===== src/rtl/alu_pmu_pkg.sv =====
// Shared definitions for the ALU power-management sequencer: state encoding,
// default dwell times and the dwell-counter width helper.
package alu_pmu_pkg;

  typedef enum logic [2:0] {
    ST_ON        = 3'd0,
    ST_WAIT_IDLE = 3'd1,
    ST_SAVE      = 3'd2,
    ST_ISO       = 3'd3,
    ST_OFF       = 3'd4,
    ST_RAMP      = 3'd5,
    ST_RESTORE   = 3'd6
  } pmu_state_e;

  localparam int unsigned ISO_DLY_DEF  = 2;
  localparam int unsigned RAMP_DLY_DEF = 4;

  // Counter must hold the larger of the two dwell times.
  function automatic int unsigned dly_cnt_w(input int unsigned a, input int unsigned b);
    return $clog2(((a > b) ? a : b) + 1);
  endfunction

endpackage


===== src/rtl/pmu_dly_cnt.sv =====
// Loadable saturating down-counter; done_o is high while the count is zero.
module pmu_dly_cnt #(
  parameter int unsigned W = 3
) (
  input  logic         clk,
  input  logic         rst_n,
  input  logic         load_i,
  input  logic [W-1:0] load_val_i,
  output logic         done_o
);

  localparam logic [W-1:0] ONE = W'(1);

  logic [W-1:0] cnt_q;
  logic [W-1:0] cnt_d;

  always_comb begin
    cnt_d = cnt_q;
    if (load_i) begin
      cnt_d = load_val_i;
    end else if (cnt_q != '0) begin
      cnt_d = cnt_q - ONE;
    end
  end

  always_ff @(posedge clk or negedge rst_n) begin
    if (!rst_n) begin
      cnt_q <= '0;
    end else begin
      cnt_q <= cnt_d;
    end
  end

  assign done_o = (cnt_q == '0);

endmodule


===== src/rtl/alu_pmu_ctrl.sv =====
// ALU power-domain sequencer: orders save, isolation, power-off, ramp, restore
// and de-isolation. All outputs are registered copies decoded from the next state.
module alu_pmu_ctrl
  import alu_pmu_pkg::*;
#(
  parameter int unsigned ISO_DLY  = ISO_DLY_DEF,
  parameter int unsigned RAMP_DLY = RAMP_DLY_DEF
) (
  input  logic       clk,
  input  logic       rst_n,
  input  logic       sleep_req,
  input  logic       wake_req,
  input  logic       alu_busy,
  output logic       alu_pwr_en,
  output logic       iso_en,
  output logic       save,
  output logic       restore,
  output logic       sleep_ack,
  output logic       wake_ack,
  output logic [2:0] pmu_state
);

  localparam int unsigned CW = dly_cnt_w(ISO_DLY, RAMP_DLY);
  // Loaded with DLY-1 so the state is held for exactly DLY cycles.
  localparam logic [CW-1:0] ISO_LOAD  = CW'(ISO_DLY - 1);
  localparam logic [CW-1:0] RAMP_LOAD = CW'(RAMP_DLY - 1);

  pmu_state_e    state_q, state_d;
  logic          cnt_load;
  logic [CW-1:0] cnt_val;
  logic          cnt_done;

  logic pwr_q, iso_q, save_q, restore_q, sleep_ack_q, wake_ack_q;

  pmu_dly_cnt #(.W(CW)) u_dly_cnt (
    .clk        (clk),
    .rst_n      (rst_n),
    .load_i     (cnt_load),
    .load_val_i (cnt_val),
    .done_o     (cnt_done)
  );

  always_comb begin
    state_d  = state_q;
    cnt_load = 1'b0;
    cnt_val  = '0;
    case (state_q)
      ST_ON: begin
        if (sleep_req && !wake_req) begin
          state_d = alu_busy ? ST_WAIT_IDLE : ST_SAVE;
        end
      end
      ST_WAIT_IDLE: begin
        if (!sleep_req) begin
          state_d = ST_ON;
        end else if (!alu_busy) begin
          state_d = ST_SAVE;
        end
      end
      ST_SAVE: begin
        state_d  = ST_ISO;
        cnt_load = 1'b1;
        cnt_val  = ISO_LOAD;
      end
      ST_ISO: begin
        if (cnt_done) begin
          state_d = ST_OFF;
        end
      end
      ST_OFF: begin
        if (wake_req && !sleep_req) begin
          state_d  = ST_RAMP;
          cnt_load = 1'b1;
          cnt_val  = RAMP_LOAD;
        end
      end
      ST_RAMP: begin
        if (cnt_done) begin
          state_d = ST_RESTORE;
        end
      end
      ST_RESTORE: state_d = ST_ON;
      default:    state_d = ST_ON;
    endcase
  end

  always_ff @(posedge clk or negedge rst_n) begin
    if (!rst_n) begin
      state_q     <= ST_ON;
      pwr_q       <= 1'b1;
      iso_q       <= 1'b0;
      save_q      <= 1'b0;
      restore_q   <= 1'b0;
      sleep_ack_q <= 1'b0;
      wake_ack_q  <= 1'b0;
    end else begin
      state_q     <= state_d;
      pwr_q       <= (state_d != ST_OFF);
      iso_q       <= (state_d == ST_ISO) || (state_d == ST_OFF) ||
                     (state_d == ST_RAMP) || (state_d == ST_RESTORE);
      save_q      <= (state_d == ST_SAVE);
      restore_q   <= (state_d == ST_RESTORE);
      sleep_ack_q <= (state_d == ST_OFF) && (state_q != ST_OFF);
      wake_ack_q  <= (state_d == ST_ON) && (state_q == ST_RESTORE);
    end
  end

  assign alu_pwr_en = pwr_q;
  assign iso_en     = iso_q;
  assign save       = save_q;
  assign restore    = restore_q;
  assign sleep_ack  = sleep_ack_q;
  assign wake_ack   = wake_ack_q;
  assign pmu_state  = state_q;

  // Electrical safety properties of the power-control pins.
  a_iso_when_off: assert property (@(posedge clk) disable iff (!rst_n) !(!pwr_q && !iso_q));
  a_save_xor_rst: assert property (@(posedge clk) disable iff (!rst_n) !(save_q && restore_q));
  a_save_powered: assert property (@(posedge clk) disable iff (!rst_n) !(save_q && (!pwr_q || iso_q)));

endmodule


===== config.mk =====
export PLATFORM = sky130hd
export DESIGN_NAME = alu_pmu_ctrl
export DESIGN_NICKNAME = d
export VERILOG_FILES = /design/src/rtl/alu_pmu_pkg.sv /design/src/rtl/pmu_dly_cnt.sv /design/src/rtl/alu_pmu_ctrl.sv
export SDC_FILE = /design/constraint.sdc
export NUM_CORES = 1
export LEC_CHECK = 0
export CELL_PAD_IN_SITES_DETAIL_PLACEMENT = 0
export CELL_PAD_IN_SITES_GLOBAL_PLACEMENT = 1
export CORE_MARGIN = 5
export CORE_UTILIZATION = 35
export CTS_CLUSTER_SIZE = 40
export DETAILED_ROUTE_END_ITERATION = 8
export GPL_ROUTABILITY_DRIVEN = 0
export GPL_TIMING_DRIVEN = 0
export HOLD_SLACK_MARGIN = 0.15
export PLACE_DENSITY = 0.78
export SLEW_MARGIN = 20
export SYNTH_ARGS = -nofsm -noshare
export SYNTH_HDL_FRONTEND = slang
export SYNTH_SLANG_ARGS = --single-unit

===== constraint.sdc =====
create_clock -name clk -period 1.79 [get_ports clk]
set_input_delay 0.358 -clock clk [delete_from_list [all_inputs] [get_ports clk]]
set_output_delay 0.358 -clock clk [all_outputs]
set_load 0.005 [all_outputs]

## Word level (Yosys, flattened, before mapping)

Cells that the tools add are included.

| cells by class | value |
|---|---|
| reduce and logical (&&, ||, !) cells | 14 |
| equality and inequality tests | 13 |
| add/sub/neg operators | 1 |
| mux-type cells | 14 |

Operator list:

| cell | count |
|---|---|
| two-way mux 3 bit | 8 |
| equality test 3 bit (second input constant) | 6 |
| one-hot mux 3 bit (6 select lines) | 1 |
| equality test 3 x 2 -> 1 bit (second input constant) | 4 |
| logical NOT 3 bit | 3 |
| != test 3 bit (second input constant) | 2 |
| logical AND 1 bit | 4 |
| two-way mux 2 bit | 2 |
| one-hot mux 2 bit (2 select lines) | 1 |
| equality test 3 x 1 -> 1 bit (second input constant) | 1 |
| logical OR 1 bit | 3 |
| nonzero test 3 bit | 1 |
| subtractor 3 x 1 -> 3 bit (second input constant) | 1 |
| logical NOT 1 bit | 2 |
| one-hot mux 1 bit (2 select lines) | 1 |
| nonzero test 2 bit | 1 |
| two-way mux 1 bit | 1 |

| storage, ports and cells | value |
|---|---|
| output and inout port bits | 9 |
| bits in registers | 12 |
| input bits | 5 |
| word-level logic and storage cells | 50 |

## Logic depth before layout (Yosys ltp)

| logic depth | value |
|---|---|
| depth after elaboration | 8 |
| depth in mapped cells | 8 |
| depth with buffers taken out | 7 |

## By module

From an unflattened synthesis, not the netlist that was laid out.

| second synthesis, totals | value |
|---|---|
| cell total of the unflattened synthesis | 55 |
| area total of the unflattened synthesis | 590.6 um2 |

By module, submodules not included:

| module | cells each | times used | seq. area each (um2) | area an instance (um2) |
|---|---|---|---|---|
| alu_pmu_ctrl | 34 | 1 | 226.5 | 390.4 |
| pmu_dly_cnt | 21 | 1 | 75.1 | 200.2 |

## Worst setup path before layout

No wires, ideal clock.

| path | value |
|---|---|
| kind | register to register |
| from | reg u_dly_cnt.cnt_q[0] |
| to | reg state_q[0] (netlist: pmu_state[0]) |
| setup time | 138 ps |
| data arrival time | 1372 ps |
| data required time | 1652 ps |
| path buffers | 1 |
| stages on the path, launching flop included | 8 |
| path slack | 280 ps |
| clock period less this slack | 1510 ps |
| cells stage by stage | dfrtp_1 > inv_1 > ha_1 > ha_1 > buf_2 > mux2i_1 > a311oi_2 > o41ai_1 |

| between the ends | value |
|---|---|
| cells in the longest elaborated chain, start to end | 3 |
| elaborated cells on any way between the ends | 4 |
| classes of those cells | mux (3); reduce/logical (1) |

Ends and longest elaborated chain:

| element | RTL line | source |
|---|---|---|
| start, declared | pmu_dly_cnt.sv:14 | `logic [W-1:0] cnt_q;` |
| start signal, assigned | pmu_dly_cnt.sv:30 | `cnt_q <= cnt_d;` |
| logical NOT 3 bit * | pmu_dly_cnt.sv:34 | `assign done_o = (cnt_q == '0);` |
| two-way mux 3 bit, on equally long branches | alu_pmu_ctrl.sv:78, alu_pmu_ctrl.sv:66 |  |
| one-hot mux 3 bit (6 select lines) * | alu_pmu_ctrl.sv:47 | `case (state_q)` |
| via state_d[0] | alu_pmu_ctrl.sv:28 | `pmu_state_e state_q, state_d;` |
| end signal, assigned | alu_pmu_ctrl.sv:97 | `state_q <= state_d;` |
| end, declared | alu_pmu_ctrl.sv:28 |  |

The timed path passes the listed nets; every way through them passes the cells marked *.
A chain may end at the register's enable or synchronous reset.

## Final worst setup path

| path | value |
|---|---|
| from | reg state_q[1] (netlist: pmu_state[1]) |
| to | out pmu_state[1] |

RTL lines:

| element | RTL line | source |
|---|---|---|
| end, declared | alu_pmu_ctrl.sv:20 | `output logic [2:0] pmu_state` |

No word-level cell between the ends.

==> impl_metrics.json <==
{
  "insertedDiodeCount": 0,
  "worst-path-buf-inv": 1,
  "clk_root_buffer_cell": "clkbuf_4",
  "coreArea_mm2": 0.00169,
  "cts.reportedPaths.clkPinSlew_ns": 0.08,
  "drcViolationCount": 0,
  "crit_fanout": 8,
  "period_share_pct": 95.0,
  "crit_path_top_delay_cell": "clkdlybuf4s50_1",
  "place_hpwl_um": 845,
  "antenna_found_initial": 0,
  "drtIter0Drc": 3,
  "crit_path_start": "pmu_state[1]",
  "start_util_pct": 35.7,
  "synthesis.area_um2": 603,
  "tightestPinTransition_ns": 0.546,
  "final_common_cell": "clkdlybuf4s50_1",
  "io_pins": 14,
  "htreeDepth": 1,
  "track_usage_pct": 10.1,
  "area_delta_synth_final_pct": 32.4,
  "fin_ws_ns": 0.0896,
  "tritoncts": "yes",
  "fin_setup_tns_ns": 0,
  "final_period_minus_worst_setup_slack_ns": 1.70,
  "die_h_um": 51.5,
  "holdWs_ns": 0.439,
  "routed-via-count": 446,
  "drv_slew": 0,
  "layout-drive-gt1-share_pct": 18.4,
  "drv_cap": 0,
  "place_area_um2": 754,
  "fmax_mhz": 588,
  "run_status": "completed",
  "regToRegEndpoint": "alu_pwr_en",
  "synth_cell_types": 27,
  "slew_headroom_pct": 63.5,
  "syn_avg_cell_area_um2": 10.4,
  "wl_mm": 1.08,
  "path_class": "reg -> out",
  "fill_cells": 173,
  "worstPathCellList": "clkdlybuf4s50_1",
  "final_cell_mix": "clkdlybuf4s50_1, dfrtp_1, nand2_1",
  "ys_warn_count": 0,
  "ys_seq_elements": 12,
  "dieArea_mm2": 0.00265,
  "r2r-start": "u_dly_cnt.cnt_q[0]",
  "clock_sinks": 12,
  "dr.pass1.iters": 2,
  "hold_viol": 0,
  "arrival_ns": 1.34,
  "placementRows": 15,
  "crit_path_end": "pmu_state[1]",
  "ys_seq_area_share_pct": 50.0,
  "insertion_delay_ns": 0.27,
  "synth.net_count": 65,
  "wl_per_cell_um": 11.6,
  "clk_path_buf_depth": 2,
  "grt_pass1_vias": 454,
  "vias_per_cell": 4.80,
  "critical_path_depth": 1,
  "cellPowerDensity_mw_per_mm2": 1730,
  "grt_pass1_wl_mm": 1.99,
  "layout.nets": 84,
  "cts_made_buffers": 3,
  "ant_nets": 0,
  "cts-resized-gates": 0,
  "endpoint_kind": "primary output",
  "place_worst_setup_slack_ns": 0.00255,
  "port_buffers": 13,
  "p_leak_nw": 0.359,
  "peakVddDrop_mv": 0.872,
  "cpLargestDelayFamily": "buffers and inverters",
  "rsz0062_at_grt": "no",
  "synthCells": 58,
  "slowest_delay_ns": 0.56,
  "grt_max_degree": 13,
  "r2r_setup_slack_ns": 0.14,
  "crit_required_ns": 1.43,
  "worst_clock_skew_ns": 0.00662,
  "finalSetupViolCount": 0,
  "design_area_um2": 798,
  "start_kind": "flip-flop",
  "reg2regPathDepth": 8,
  "hp-class": "in -> async",
  "die_w_um": 51.5,
  "overflow": 0
}
-- metrics by stage --
step	power (W)	instances	util [%]
6_report	0.00138	93	47.3
5_1_grt	0.00151	93	47.3
4_1_cts	0.00137	92	46.8
3_5_place_dp	0.00115	88	44.7
3_3_place_gp	0.00115	88	44.7
2_1_floorplan	0.000917	58	-
-- worst min path at each step --
stage                  startpoint                  to  slack, ns  cells past startpoint
2_1_floorplan               rst_n              iso_en       0.06                      0
3_3_place_gp   u_dly_cnt.cnt_q[2]  u_dly_cnt.cnt_q[2]       0.50                      2
3_5_place_dp   u_dly_cnt.cnt_q[0]  u_dly_cnt.cnt_q[0]       0.51                      2
4_1_cts                     rst_n        pmu_state[2]       0.47                      1
5_1_grt                     rst_n        pmu_state[2]       0.48                      1
6_report                    rst_n        pmu_state[2]       0.44                      1
-- cell families (layout without fill, tap and decap cells) --
kind of cell    Yosys count  in the layout  synth area share, %
flops                    12             12                 50.0
buf+inv                   7             25                 5.81
fa+ha+maj                 2              2                 4.15
compound gates           12             12                 15.8
simple gates             23             23                 21.2
mux                       1              1                 1.66
xor+xnor                  1              1                 1.45
-- registers in the layout, summed over array words and instances (netlist names) --
signal           flops
restore              1
save                 1
wake_ack             1
u_dly_cnt.cnt_q      3
iso_en               1
alu_pwr_en           1
sleep_ack            1
pmu_state            3
-- metal layers --
layer | up-vias | global-route usage, % | wire length, um
li1 | 229 | - | -
met1 | 207 | 12.5 | 498
met2 | 8 | 17.4 | 532
met3 | 2 | 2.58 | 35
met4 | 0 | 2.62 | 14
met5 | - | 0 | 0
-- where the power goes --
part | switching, W | internal, W
combinational | 0.000322 | 0.000384
clock | 0.0000926 | 0.000123
sequential | 0.0000804 | 0.000376
total | 0.000495 | 0.000883
-- cell type report --
cell class	count	area, um2	area share, %
buffer	2	16.3	2.04
clock buffer	4	36.3	4.55
inverter	5	18.8	2.35
multi-input combinational	39	267	33.4
sequential	12	302	37.8
tap	17	21.3	2.66
timing repair buffer	14	138	17.2
-- synth_stat cells --
cell	number	area, um2
mux2i_1	1	10.0
nand2b_1	2	12.5
inv_1	5	18.8
a211oi_2	1	12.5
nor2b_1	2	12.5
dfrtp_1	11	275
nand2b_4	1	13.8
buf_2	1	5.00
ha_1	2	25.0
or3_1	1	6.26
a21oi_1	3	15.0
and2_1	2	12.5
o41ai_1	1	8.76
a21oi_2	1	8.76
nand2_1	7	26.3
o21ai_2	1	8.76
buf_6	1	11.3
or3b_1	1	8.76
o221ai_1	1	8.76
dfstp_2	1	26.3
o21ai_1	2	10.0
xor2_1	1	8.76
or3b_4	1	11.3
nor3_1	1	5.00
o21a_1	1	7.51
a311oi_2	1	15.0
nor2_1	5	18.8
-- repair_timing --
action | in CTS | in global routing
buffers inserted | 0 | 1
hold buffers | 0 | 0
endpoints found under the setup margin | 0 | 1
Note: power is estimated with default switching activity, not from simulation.
